**src/rtl/ap_result_collector_pkg.sv**
```systemverilog
// Shared types and default widths for the AP result collector.
package ap_result_collector_pkg;

  localparam int OUTPORT = 8;
  localparam int N_CORE  = 8;

  typedef enum logic [1:0] {
    IDLE = 2'd0,
    BUSY = 2'd1,
    DONE = 2'd2
  } state_e;

endpackage

```
**src/rtl/ap_result_fifo.sv**
```systemverilog
// Capture FIFO; a push into a full FIFO is accepted only when a pop frees a slot the same cycle.
module ap_result_fifo #(
  parameter int WIDTH = 72,
  parameter int DEPTH = 16
) (
  input  logic                       clk,
  input  logic                       reset,
  input  logic                       flush,
  input  logic                       push,
  input  logic                       pop,
  input  logic [WIDTH-1:0]           din,
  output logic [WIDTH-1:0]           dout,
  output logic [$clog2(DEPTH):0]     count,
  output logic                       full
);
  localparam int AW = $clog2(DEPTH);
  localparam int CW = AW + 1;

  logic [WIDTH-1:0] mem [DEPTH];
  logic [AW-1:0]    wr_ptr, rd_ptr;
  logic             empty, push_ok, pop_ok;

  assign empty   = (count == '0);
  assign full    = (count == CW'(DEPTH));
  assign pop_ok  = pop & ~empty;
  assign push_ok = push & (~full | pop_ok);
  assign dout    = mem[rd_ptr];

  always_ff @(posedge clk) begin
    if (!reset) begin
      wr_ptr <= '0;
      rd_ptr <= '0;
      count  <= '0;
    end else if (flush) begin
      wr_ptr <= '0;
      rd_ptr <= '0;
      count  <= '0;
    end else begin
      if (push_ok) wr_ptr <= wr_ptr + 1'b1;
      if (pop_ok)  rd_ptr <= rd_ptr + 1'b1;
      count <= count + {{(CW-1){1'b0}}, push_ok} - {{(CW-1){1'b0}}, pop_ok};
    end
  end

  // Storage needs no reset: entries are only visible through count.
  always_ff @(posedge clk) begin
    if (push_ok) mem[wr_ptr] <= din;
  end

endmodule

```
**src/rtl/ap_result_collector.sv**
```systemverilog
// Captures AP lane results into a FIFO and drains them to output memory at sequential addresses.
module ap_result_collector
  import ap_result_collector_pkg::*;
#(
  parameter int outport   = OUTPORT,
  parameter int N_core    = N_CORE,
  parameter int DEPTH     = 16,
  parameter int ADDR_BITS = 16
) (
  input  logic                      clk,
  input  logic                      reset,
  input  logic [outport*N_core-1:0] in,
  input  logic [N_core-1:0]         in_en,
  input  logic                      start,
  input  logic [ADDR_BITS-1:0]      base_addr,
  input  logic [ADDR_BITS-1:0]      total,
  output logic [outport*N_core-1:0] wr_data,
  output logic [N_core-1:0]         wr_mask,
  output logic [ADDR_BITS-1:0]      wr_addr,
  output logic                      wr_valid,
  input  logic                      wr_ready,
  output logic                      busy,
  output logic                      done,
  output logic                      overflow
);
  localparam int DW = outport * N_core;
  localparam int W  = DW + N_core;

  state_e               state_q, state_d;
  logic [ADDR_BITS-1:0] base_q, total_q, written_q;
  logic                 overflow_q;

  logic [W-1:0]             f_dout;
  logic [$clog2(DEPTH):0]   f_count;
  logic                     f_full;
  logic                     push, pop, last_pop, flush, head_valid;

  assign push       = (|in_en) & (state_q == BUSY) & ~start;
  assign head_valid = (f_count != '0) & (state_q == BUSY);
  assign pop        = head_valid & wr_ready & ~start;
  assign last_pop   = pop & ((written_q + 1'b1) == total_q);
  // Leftover captures beyond total are discarded as we leave BUSY.
  assign flush      = start | last_pop;

  ap_result_fifo #(.WIDTH(W), .DEPTH(DEPTH)) u_fifo (
    .clk   (clk),
    .reset (reset),
    .flush (flush),
    .push  (push),
    .pop   (pop),
    .din   ({in, in_en}),
    .dout  (f_dout),
    .count (f_count),
    .full  (f_full)
  );

  always_ff @(posedge clk) begin
    if (!reset) state_q <= IDLE;
    else        state_q <= state_d;
  end

  always_comb begin
    state_d = state_q;
    if (start) begin
      state_d = (total == '0) ? DONE : BUSY;
    end else begin
      case (state_q)
        IDLE:    state_d = IDLE;
        BUSY:    if (last_pop) state_d = DONE;
        DONE:    state_d = IDLE;
        default: state_d = IDLE;
      endcase
    end
  end

  always_comb begin
    busy     = (state_q == BUSY);
    done     = (state_q == DONE);
    overflow = overflow_q;
    wr_valid = head_valid;
    wr_data  = head_valid ? f_dout[W-1 -: DW] : '0;
    wr_mask  = head_valid ? f_dout[N_core-1:0] : '0;
    wr_addr  = base_q + written_q;
  end

  always_ff @(posedge clk) begin
    if (!reset) begin
      base_q     <= '0;
      total_q    <= '0;
      written_q  <= '0;
      overflow_q <= 1'b0;
    end else if (start) begin
      base_q     <= base_addr;
      total_q    <= total;
      written_q  <= '0;
      overflow_q <= 1'b0;
    end else begin
      if (pop) written_q <= written_q + 1'b1;
      if (push & f_full & ~pop) overflow_q <= 1'b1;
    end
  end

endmodule

```
**config.mk**
```make
export PLATFORM = sky130hd
export DESIGN_NAME = ap_result_collector
export DESIGN_NICKNAME = d
export VERILOG_FILES = /design/src/rtl/ap_result_collector_pkg.sv /design/src/rtl/ap_result_fifo.sv /design/src/rtl/ap_result_collector.sv
export SDC_FILE = /design/constraint.sdc
export NUM_CORES = 1
export LEC_CHECK = 0
export ABC_AREA = 1
export CORE_MARGIN = 4
export CORE_UTILIZATION = 60
export CTS_BUF_LIST = sky130_fd_sc_hd__clkbuf_4 sky130_fd_sc_hd__clkbuf_8 sky130_fd_sc_hd__clkbuf_16
export DETAILED_ROUTE_END_ITERATION = 8
export PLACE_DENSITY = 0.79
export SLEW_MARGIN = 5
export SYNTH_ARGS = -nofsm -noshare
export SYNTH_HDL_FRONTEND = slang
export SYNTH_SLANG_ARGS = --single-unit
```
**constraint.sdc**
```tcl
create_clock -name clk -period 7.7 [get_ports clk]
set_input_delay 1.54 -clock clk [delete_from_list [all_inputs] [get_ports clk]]
set_output_delay 1.54 -clock clk [all_outputs]
set_load 0.05 [all_outputs]
```
* Word-level counts from Yosys, hierarchy flattened
Memories as Yosys holds them, arrays and structs flattened. A register that Yosys moved wholly into a read port is not among the register bits. Index checks and enable logic that the tools add are counted.
Operators by class: bitwise gates (word level) 17, reductions and logical operators 6, muxes and demuxes 10, equality and inequality tests 5, add/subtract/negate cells 6
Operators with widths (count):
- 64-bit two-way mux | 1
- 16-bit by 1-bit adder with 16-bit output, second input constant | 1
- 16-bit adder | 1
- 16-bit equality test | 1
- 16-bit logical NOT | 1
- 1-bit AND | 10
- 4-bit by 1-bit adder with 4-bit output, second input constant | 2
- 2-bit two-way mux | 4
- 4-bit two-way mux | 2
- 8-bit two-way mux | 1
- 8-bit OR reduction | 1
- 5-bit by 1-bit adder with 5-bit output | 1
- 5-bit equality test, second input constant | 1
- 5-bit logical NOT | 1
- 1-bit inverter | 5
- 5-bit nonzero test | 1
- 5-bit by 1-bit subtractor with 5-bit output | 1
- 2-bit OR reduction | 2
- 3-bit by 2-bit inequality test with 1-bit output, second input constant | 1
- 2-bit by 1-bit equality test with 1-bit output, second input constant | 1
- 2-bit equality test, second input constant | 1
- 1-bit two-way mux | 2
- 1-bit bitwise OR | 2
Word-level totals: word-level logic and storage cells 53, bits of input ports 108, flip-flop bits (word level) 64, output and inout port bits 92, memories kept 1, RAM bits 1152
Memories:
- u_fifo.mem | depth 16, bits a word 72, read ports 1, clocked after Yosys merged registers in 1, wr ports 1, line ap_result_fifo.sv:19 | logic [WIDTH-1:0] mem [DEPTH];

* Depth between registers and ports, before layout
Gate-level depths: netlist of the first run.
word-level depth 9, depth in mapped cells 16, depth with buffers taken out 15

* Hierarchy
From an unflattened synthesis of the first run, not the netlist that was laid out.
Unflattened totals: cells, all modules 5395, area total of the unflattened synthesis 53905.4 µm²
By module, submodules not included:
- ap_result_fifo | seq. area each 34933.5 µm², times used 1, area each 50119.3 µm², cells an instance 4767
- ap_result_collector | seq. area each 1021.0 µm², times used 1, area each 3786.1 µm², cells an instance 628

* Worst setup path after synthesis of the first run
Ideal clock, no wire load.
kind input to register, from in start, to mem u_fifo.mem[11][0] (enable), data arrival time 5352 ps, required time 7197 ps, path buffers 0, cell stages on the path 9, setup time 503 ps, slack 1845 ps, path through inv_1 -> nand2_1 -> inv_1 -> nand3_2 -> nand2_1 -> nand2_1 -> clkinv_1 -> nand2_1 -> nor2_1
Between the ends: word-level cells in the longest chain between the ends 7, elaborated cells on any way between the ends 8, classes of those cells mux: 2; bitwise: 6
Ends and longest elaborated chain:
- start, declared | line ap_result_collector.sv:14 | input logic start,
- 1-bit inverter (*) | line ap_result_collector.sv:38, ap_result_collector.sv:40
- 1-bit AND | line ap_result_collector.sv:40 | assign pop = head_valid & wr_ready & ~start;
- 1-bit AND | line ap_result_fifo.sv:25 | assign pop_ok = pop & ~empty;
- 1-bit bitwise OR | line ap_result_fifo.sv:26 | assign push_ok = push & (~full | pop_ok);
- 1-bit AND (*) | line ap_result_fifo.sv:26
- via u_fifo.push_ok | line ap_result_fifo.sv:21 | logic empty, push_ok, pop_ok;
- 1-bit two-way mux (*) | line ap_result_fifo.sv:47 | if (push_ok) mem[wr_ptr] <= din;
- 1-bit two-way mux (implied by the code) (*) | line ap_result_fifo.sv:47
- end, declared | line ap_result_fifo.sv:19
Mark *: on every way through the listed nets, which the timed path passes. The rest lies on a longest branch.

==> results.py, run 1 <==
metrics = {
    "worst_setup_path": {
        "critPathCaptureType": "output port",
        "worst-r2r-cell-count": 11,
        "crit_arrival_ns": 4.87,
        "r2r-end": "u_fifo.mem[0][12]$_DFFE_PP_",
        "rrSetupSlack_ns": 4.12,
        "worstPathRequired_ns": 6.16,
        "reg2reg_from": "state_q[0]$_SDFFE_PN0P_",
        "cp_max_fo": 320,
        "cp-start-kind": "flop",
        "critPathKind": "flop to output port",
    },
    "final_layout": {
        "stdcell_count": 4920,
        "n_fill_cell": 5136,
        "nets": 3900,
        "finalInstanceArea_sq_um": 55200,
        "drive_gt1_frac": 0.0732,
        "post-route-util": 0.694,
        "area_growth_pct": 14.0,
    },
    "timing": {
        "max_freq_ghz": 0.156,
        "max_slew_margin": -0.0150,
        "post-route-period-util": 0.832,
        "fin_ws_ns": 1.29,
        "fin_hold_ws_ns": 0.474,
        "drv_slew": 56,
        "hold_violations": 0,
        "setup_viol": 0,
        "fin_setup_tns_ns": 0,
        "tightest_slew_ns": 1.52,
        "rsz0062_at_grt": "no",
        "layout_min_cycle_time_ns": 6.41,
        "finClkSkew_ns": 0.0338,
    },
    "min_path": {
        "hold_start": "total_q[15]$_SDFFE_PN0P_",
        "hold_path_depth": 2,
        "min_path_type": "flop to flop",
        "min_to": "total_q[15]$_SDFFE_PN0P_",
    },
    "synth": {
        "yosysWarnings": 0,
        "syn_avg_cell_area_sq_um": 13.2,
        "synthTopCellsByCount": "edfxtp_1, nor2_1, o21ai_0",
        "synth.most_common_cell": "edfxtp_1",
        "syn_nets": 3795,
        "synth_top_cell_by_area": "edfxtp_1",
        "ys_top_cells_by_area": "edfxtp_1, o21ai_0, nor2_1",
        "synth_cells": 3658,
        "syn_area_sq_um": 48400,
        "ys_seq_area_frac": 0.743,
        "synth_top_area_frac": 0.715,
        "synth-seq-cells": 1220,
        "synth-edff-count": 1152,
        "synth_ff_type": "edfxtp_1",
        "synth_cell_types": 45,
        "synthArstFlopShare": 0,
    },
    "power": {
        "leakagePower_nw": 17.6,
        "vdd_drop_max_uv": 207,
        "p_total_mw": 13.3,
        "pwr_density_cell_nw_per_um2": 241,
    },
    "cts": {
        "cts_root_buf": "clkbuf_16",
        "cts_sinks": 1220,
        "clockBufferDepth": 3,
        "cts_tree": "done",
        "clk_pin_slew_ns": 0.06,
        "worstSkewPairLatency_ns": 0.70,
        "cts_resized": 0,
        "hold_buffers": 0,
        "h-tree-depth": 3,
        "numCtsBuffers": 116,
        "cts_setup_buffers": 0,
    },
    "outcome": {
        "outcome": "finished with violations",
        "violations": "max-slew violations",
    },
    "die": {
        "die_y_microns": 292,
        "fp.dieW_microns": 292,
        "rows": 103,
        "ios": 200,
        "initial_core_util": 0.609,
        "core_sq_um": 79500,
        "die_area_sq_um": 85300,
    },
    "global_route": {
        "grt.total_usage": 0.277,
        "grt_start_max_net_pins": 321,
        "antenna_found_initial": 7,
        "grt_overflow": 0,
        "grt_pass1_vias": 31200,
        "grt_pass1_wl_microns": 182000,
    },
    "job": {
        "drv_cap": 0,
    },
    "route": {
        "drtIter0Drc": 4403,
        "wirelength_microns": 121000,
        "wl_per_cell_microns": 24.7,
        "vias": 31900,
        "via_per_inst": 6.49,
        "drtPass1Iterations": 6,
        "route.detailed.drc": 0,
        "drtAntennaViolNets": 0,
    },
    "placement": {
        "placed_cell_area_sq_um": 51300,
        "pre_cts_ws_ns": 1.76,
        "hpwl_microns": 58400,
        "io_buffer_count": 199,
        "place_inst": 4695,
        "gp_congestion": 0.839,
    },
}
## routing by layer
metal	wire [microns]	track usage
met1	45500	0.376
met2	60100	0.458
met3	12500	0.0471
met4	3340	0.0987
met5	61	0
## layout make-up
cell class | count | area [sq um] | area share
diodes | 5 | 12.5 | 0.000227
clock buffers | 136 | 3090 | 0.0560
repair buffers | 248 | 2480 | 0.0450
well taps | 1050 | 1310 | 0.0238
inverters | 68 | 284 | 0.00515
clock inverters | 84 | 759 | 0.0138
multi-input cells | 2109 | 11300 | 0.204
flip-flops and latches | 1220 | 36000 | 0.652
## worst max-delay path: stages, from the launching register on
cell and delay (ns):
dfxtp_4 0.67, inv_16 0.67, buf_4 0.66, o21ai_0 0.16, o221ai_1 0.26, nand3_1 0.14
a21oi_1 0.26, clkdlybuf4s50_1 0.86
## worst max-delay path by stage
stage / from / endpoint / slack, ns / cells after the start
2_1_floorplan: start / u_fifo.mem[11][0]$_DFFE_PP_ / 1.85 / 9
3_5_place_dp: start / u_fifo.mem[0][58]$_DFFE_PP_ / 1.76 / 12
5_1_grt: flop / wr_data[51] / 1.19 / 7
3_3_place_gp: start / u_fifo.mem[0][52]$_DFFE_PP_ / 1.77 / 12
4_1_cts: flop / wr_data[13] / 1.45 / 7
6_report: flop / wr_data[13] / 1.29 / 7
## logic make-up after synthesis
| logic type | Yosys count | share of synthesized area |
|---|---|---|
| xor gates and xnor gates | 28 | 0.00566 |
| buffers and inverters | 329 | 0.0272 |
| AOI/OAI and AO/OA | 1135 | 0.140 |
| and+or+nand+nor | 917 | 0.0762 |
| DFF | 1220 | 0.743 |
| adders and majority gates | 29 | 0.00780 |
## sequential cells by signal (all words and copies together) (netlist names), named ones only
register and count:
u_fifo.count 5, overflow 1, u_fifo.mem 1152, state_q 2, base_q 16, total_q 16
u_fifo.rd_ptr 4, written_q 16, u_fifo.wr_ptr 4
## layout by cell type, fill, tap and decap left out, types with 9 or more instances in the layout
cell type,Yosys,layout
nor2_1,682,666
o21ai_0,622,622
dfxtp_1,68,64
nand2_1,109,108
inv_1,62,61
buf_12,0,10
nand4_1,12,12
clkdlybuf4s50_1,0,199
a21oi_1,112,112
bufinv_16,0,13
o221ai_1,196,196
o22ai_1,92,92
buf_4,4,39
clkinv_1,3,33
xor2_1,17,17
edfxtp_1,1152,1152
clkbuf_4,0,18
clkbuf_16,0,118
clkinv_2,1,30
nor2_4,4,20
ha_1,27,27
nand3_1,84,84
o211ai_1,95,95
xnor2_1,9,9
## power breakdown
group          total, mW  leakage, nW  switching [mW]  internal, mW
registers           7.29         10.9          0.0127          7.28
clock network       5.71         1.93            2.41          3.30
logic              0.314         4.80           0.208         0.105
total               13.3         17.6            2.63          10.7
Power figures use the tool's default switching activity.
==> inputs of run 2 (changes only) <==
Clock period 7.7 ns to 6.18 ns, I/O delays scaled along.
==> results.py, run 2 (synthesis results as in run 1) <==
metrics = {
    "outcome": {
        "outcome": "complete, no violations",
    },
    "placement": {
        "pre_cts_ws_ns": 1.39,
        "io_buffer_count": 199,
        "gp_congestion": 0.840,
        "hpwl_microns": 61500,
        "place_inst": 4716,
    },
    "final_layout": {
        "layout_commonest_cell": "edfxtp_1",
        "n_fill_cell": 5090,
        "stdcell_count": 4938,
        "area_growth_pct": 14.7,
        "drive_gt1_frac": 0.0781,
        "final_cell_mix": "edfxtp_1, nor2_1, o21ai_0, clkdlybuf4s50_1, o221ai_1",
        "nets": 3921,
        "top_register": "u_fifo.mem",
        "largest_reg_flops": 1152,
    },
    "timing": {
        "drv_slew": 0,
        "tightest_slew_ns": 1.12,
        "max_slew_margin": 0.252,
        "finClkSkew_ns": 0.0474,
        "rsz0062_at_grt": "no",
        "hold_violations": 0,
        "fin_setup_tns_ns": 0,
        "max_freq_ghz": 0.179,
        "fin_ws_ns": 0.605,
        "layout_min_cycle_time_ns": 5.57,
        "setup_viol": 0,
        "post-route-period-util": 0.902,
    },
    "worst_setup_path": {
        "cpPeakStageDelay_ns": 0.89,
        "critPathKind": "flop to output port",
        "rrSetupSlack_ns": 2.61,
        "path_cells": "inv_16 > buf_4 > nor2_1 > o221ai_1 > o211ai_1 > a21oi_1 > clkdlybuf4s50_1",
        "worst-r2r-cell-count": 15,
        "worstPathRequired_ns": 4.94,
        "crit_arrival_ns": 4.34,
        "cp_max_fo": 237,
        "critPathCaptureType": "output port",
        "cp-start-kind": "flop",
        "critical-path-slowest-cell": "clkdlybuf4s50_1",
    },
    "cts": {
        "cts_root_buf": "clkbuf_16",
        "clk_pin_slew_ns": 0.06,
        "cts_resized": 0,
        "clockBufferDepth": 3,
        "worstSkewPairLatency_ns": 0.70,
        "cts_tree": "done",
        "cts_sinks": 1220,
        "cts_setup_buffers": 0,
        "hold_buffers": 0,
        "h-tree-depth": 3,
        "numCtsBuffers": 116,
    },
    "route": {
        "route.detailed.drc": 0,
        "vias": 32100,
        "wirelength_microns": 122000,
        "drtPass1Iterations": 8,
        "drtAntennaViolNets": 0,
        "drtIter0Drc": 4197,
        "wl_per_cell_microns": 24.8,
        "via_per_inst": 6.50,
    },
    "die": {
        "core_sq_um": 79500,
        "die_y_microns": 292,
        "die_area_sq_um": 85300,
        "initial_core_util": 0.609,
        "fp.dieW_microns": 292,
        "ios": 200,
        "rows": 103,
    },
    "global_route": {
        "grt_overflow": 0,
        "antenna_found_initial": 10,
        "grt.total_usage": 0.280,
        "grt_start_max_net_pins": 238,
        "grt_pass1_wl_microns": 184000,
        "grt_pass1_vias": 31400,
    },
    "power": {
        "pwr_density_cell_nw_per_um2": 298,
        "vdd_drop_max_uv": 234,
        "leakagePower_nw": 17.8,
    },
    "min_path": {
        "min_path_type": "flop to flop",
        "hold_path_depth": 2,
    },
    "job": {
        "drv_cap": 0,
    },
}
## run 2: cell types whose count changed in the layout (fill, tap and decap cells not counted), moves of 2 or more
cell and change:
buf_12 +15, buf_4 +6, bufinv_16 -2, clkbuf_4 +10
clkbuf_8 +2, clkinv_1 -5, clkinv_2 -9, clkinvlp_4 -2
diode_2 +3
## run 2: final timing paths
check | end | startpoint
worst max register to register | u_fifo.count[4]$_SDFF_PP0_ | state_q[0]$_SDFFE_PN0P_
worst min-delay path | total_q[5]$_SDFFE_PN0P_ | total_q[5]$_SDFFE_PN0P_
worst min register to register | total_q[5]$_SDFFE_PN0P_ | total_q[5]$_SDFFE_PN0P_
worst max-delay path | wr_data[25] | flop
## run 2: area by class of cell
class	instances	area, sq um	share of cell area
diodes	8	20.0	0.000361
multi-input cells	2109	11300	0.203
well taps	1050	1310	0.0237
repair buffers	269	2830	0.0510
clock buffers	148	3190	0.0575
inverters	68	284	0.00512
flip-flops and latches	1220	36000	0.648
clock inverters	66	633	0.0114
## run 2: report_power, final
| group | total, mW | switching [mW] | internal [mW] |
|---|---|---|---|
| clock | 7.07 | 2.97 | 4.10 |
| sequential | 9.09 | 0.0154 | 9.07 |
| combinational | 0.398 | 0.263 | 0.135 |
## run 2: stage by stage
| step | util | cell area, sq um | hold slack, ns | power (mW) |
|---|---|---|---|---|
| 4_1_cts | 0.698 | 55500 | 0.478 | 16.6 |
| 5_1_grt | 0.698 | 55500 | 0.502 | 17.0 |
| 3_5_place_dp | 0.650 | 51700 | 0.469 | 9.65 |
| 2_1_floorplan | - | 48400 | 0.444 | 9.42 |
| 6_report | 0.698 | 55500 | 0.479 | 16.6 |
| 3_3_place_gp | 0.650 | 51700 | 0.461 | 9.64 |
## run 2: layer usage
layer,global-route usage,share of wire,up-vias
li1,-,-,14100
met5,0,0.00021,-
met3,0.0478,0.10,317
met4,0.107,0.033,4
met2,0.454,0.49,2049
met1,0.384,0.38,15600
## run 2: critical path: cells and delay by family, from the launching register on
kind,cells,cell delay [ns]
AOI/OAI and AO/OA,3,0.80
buffers and inverters,3,1.98
and+or+nand+nor,1,0.09
DFF,1,0.57
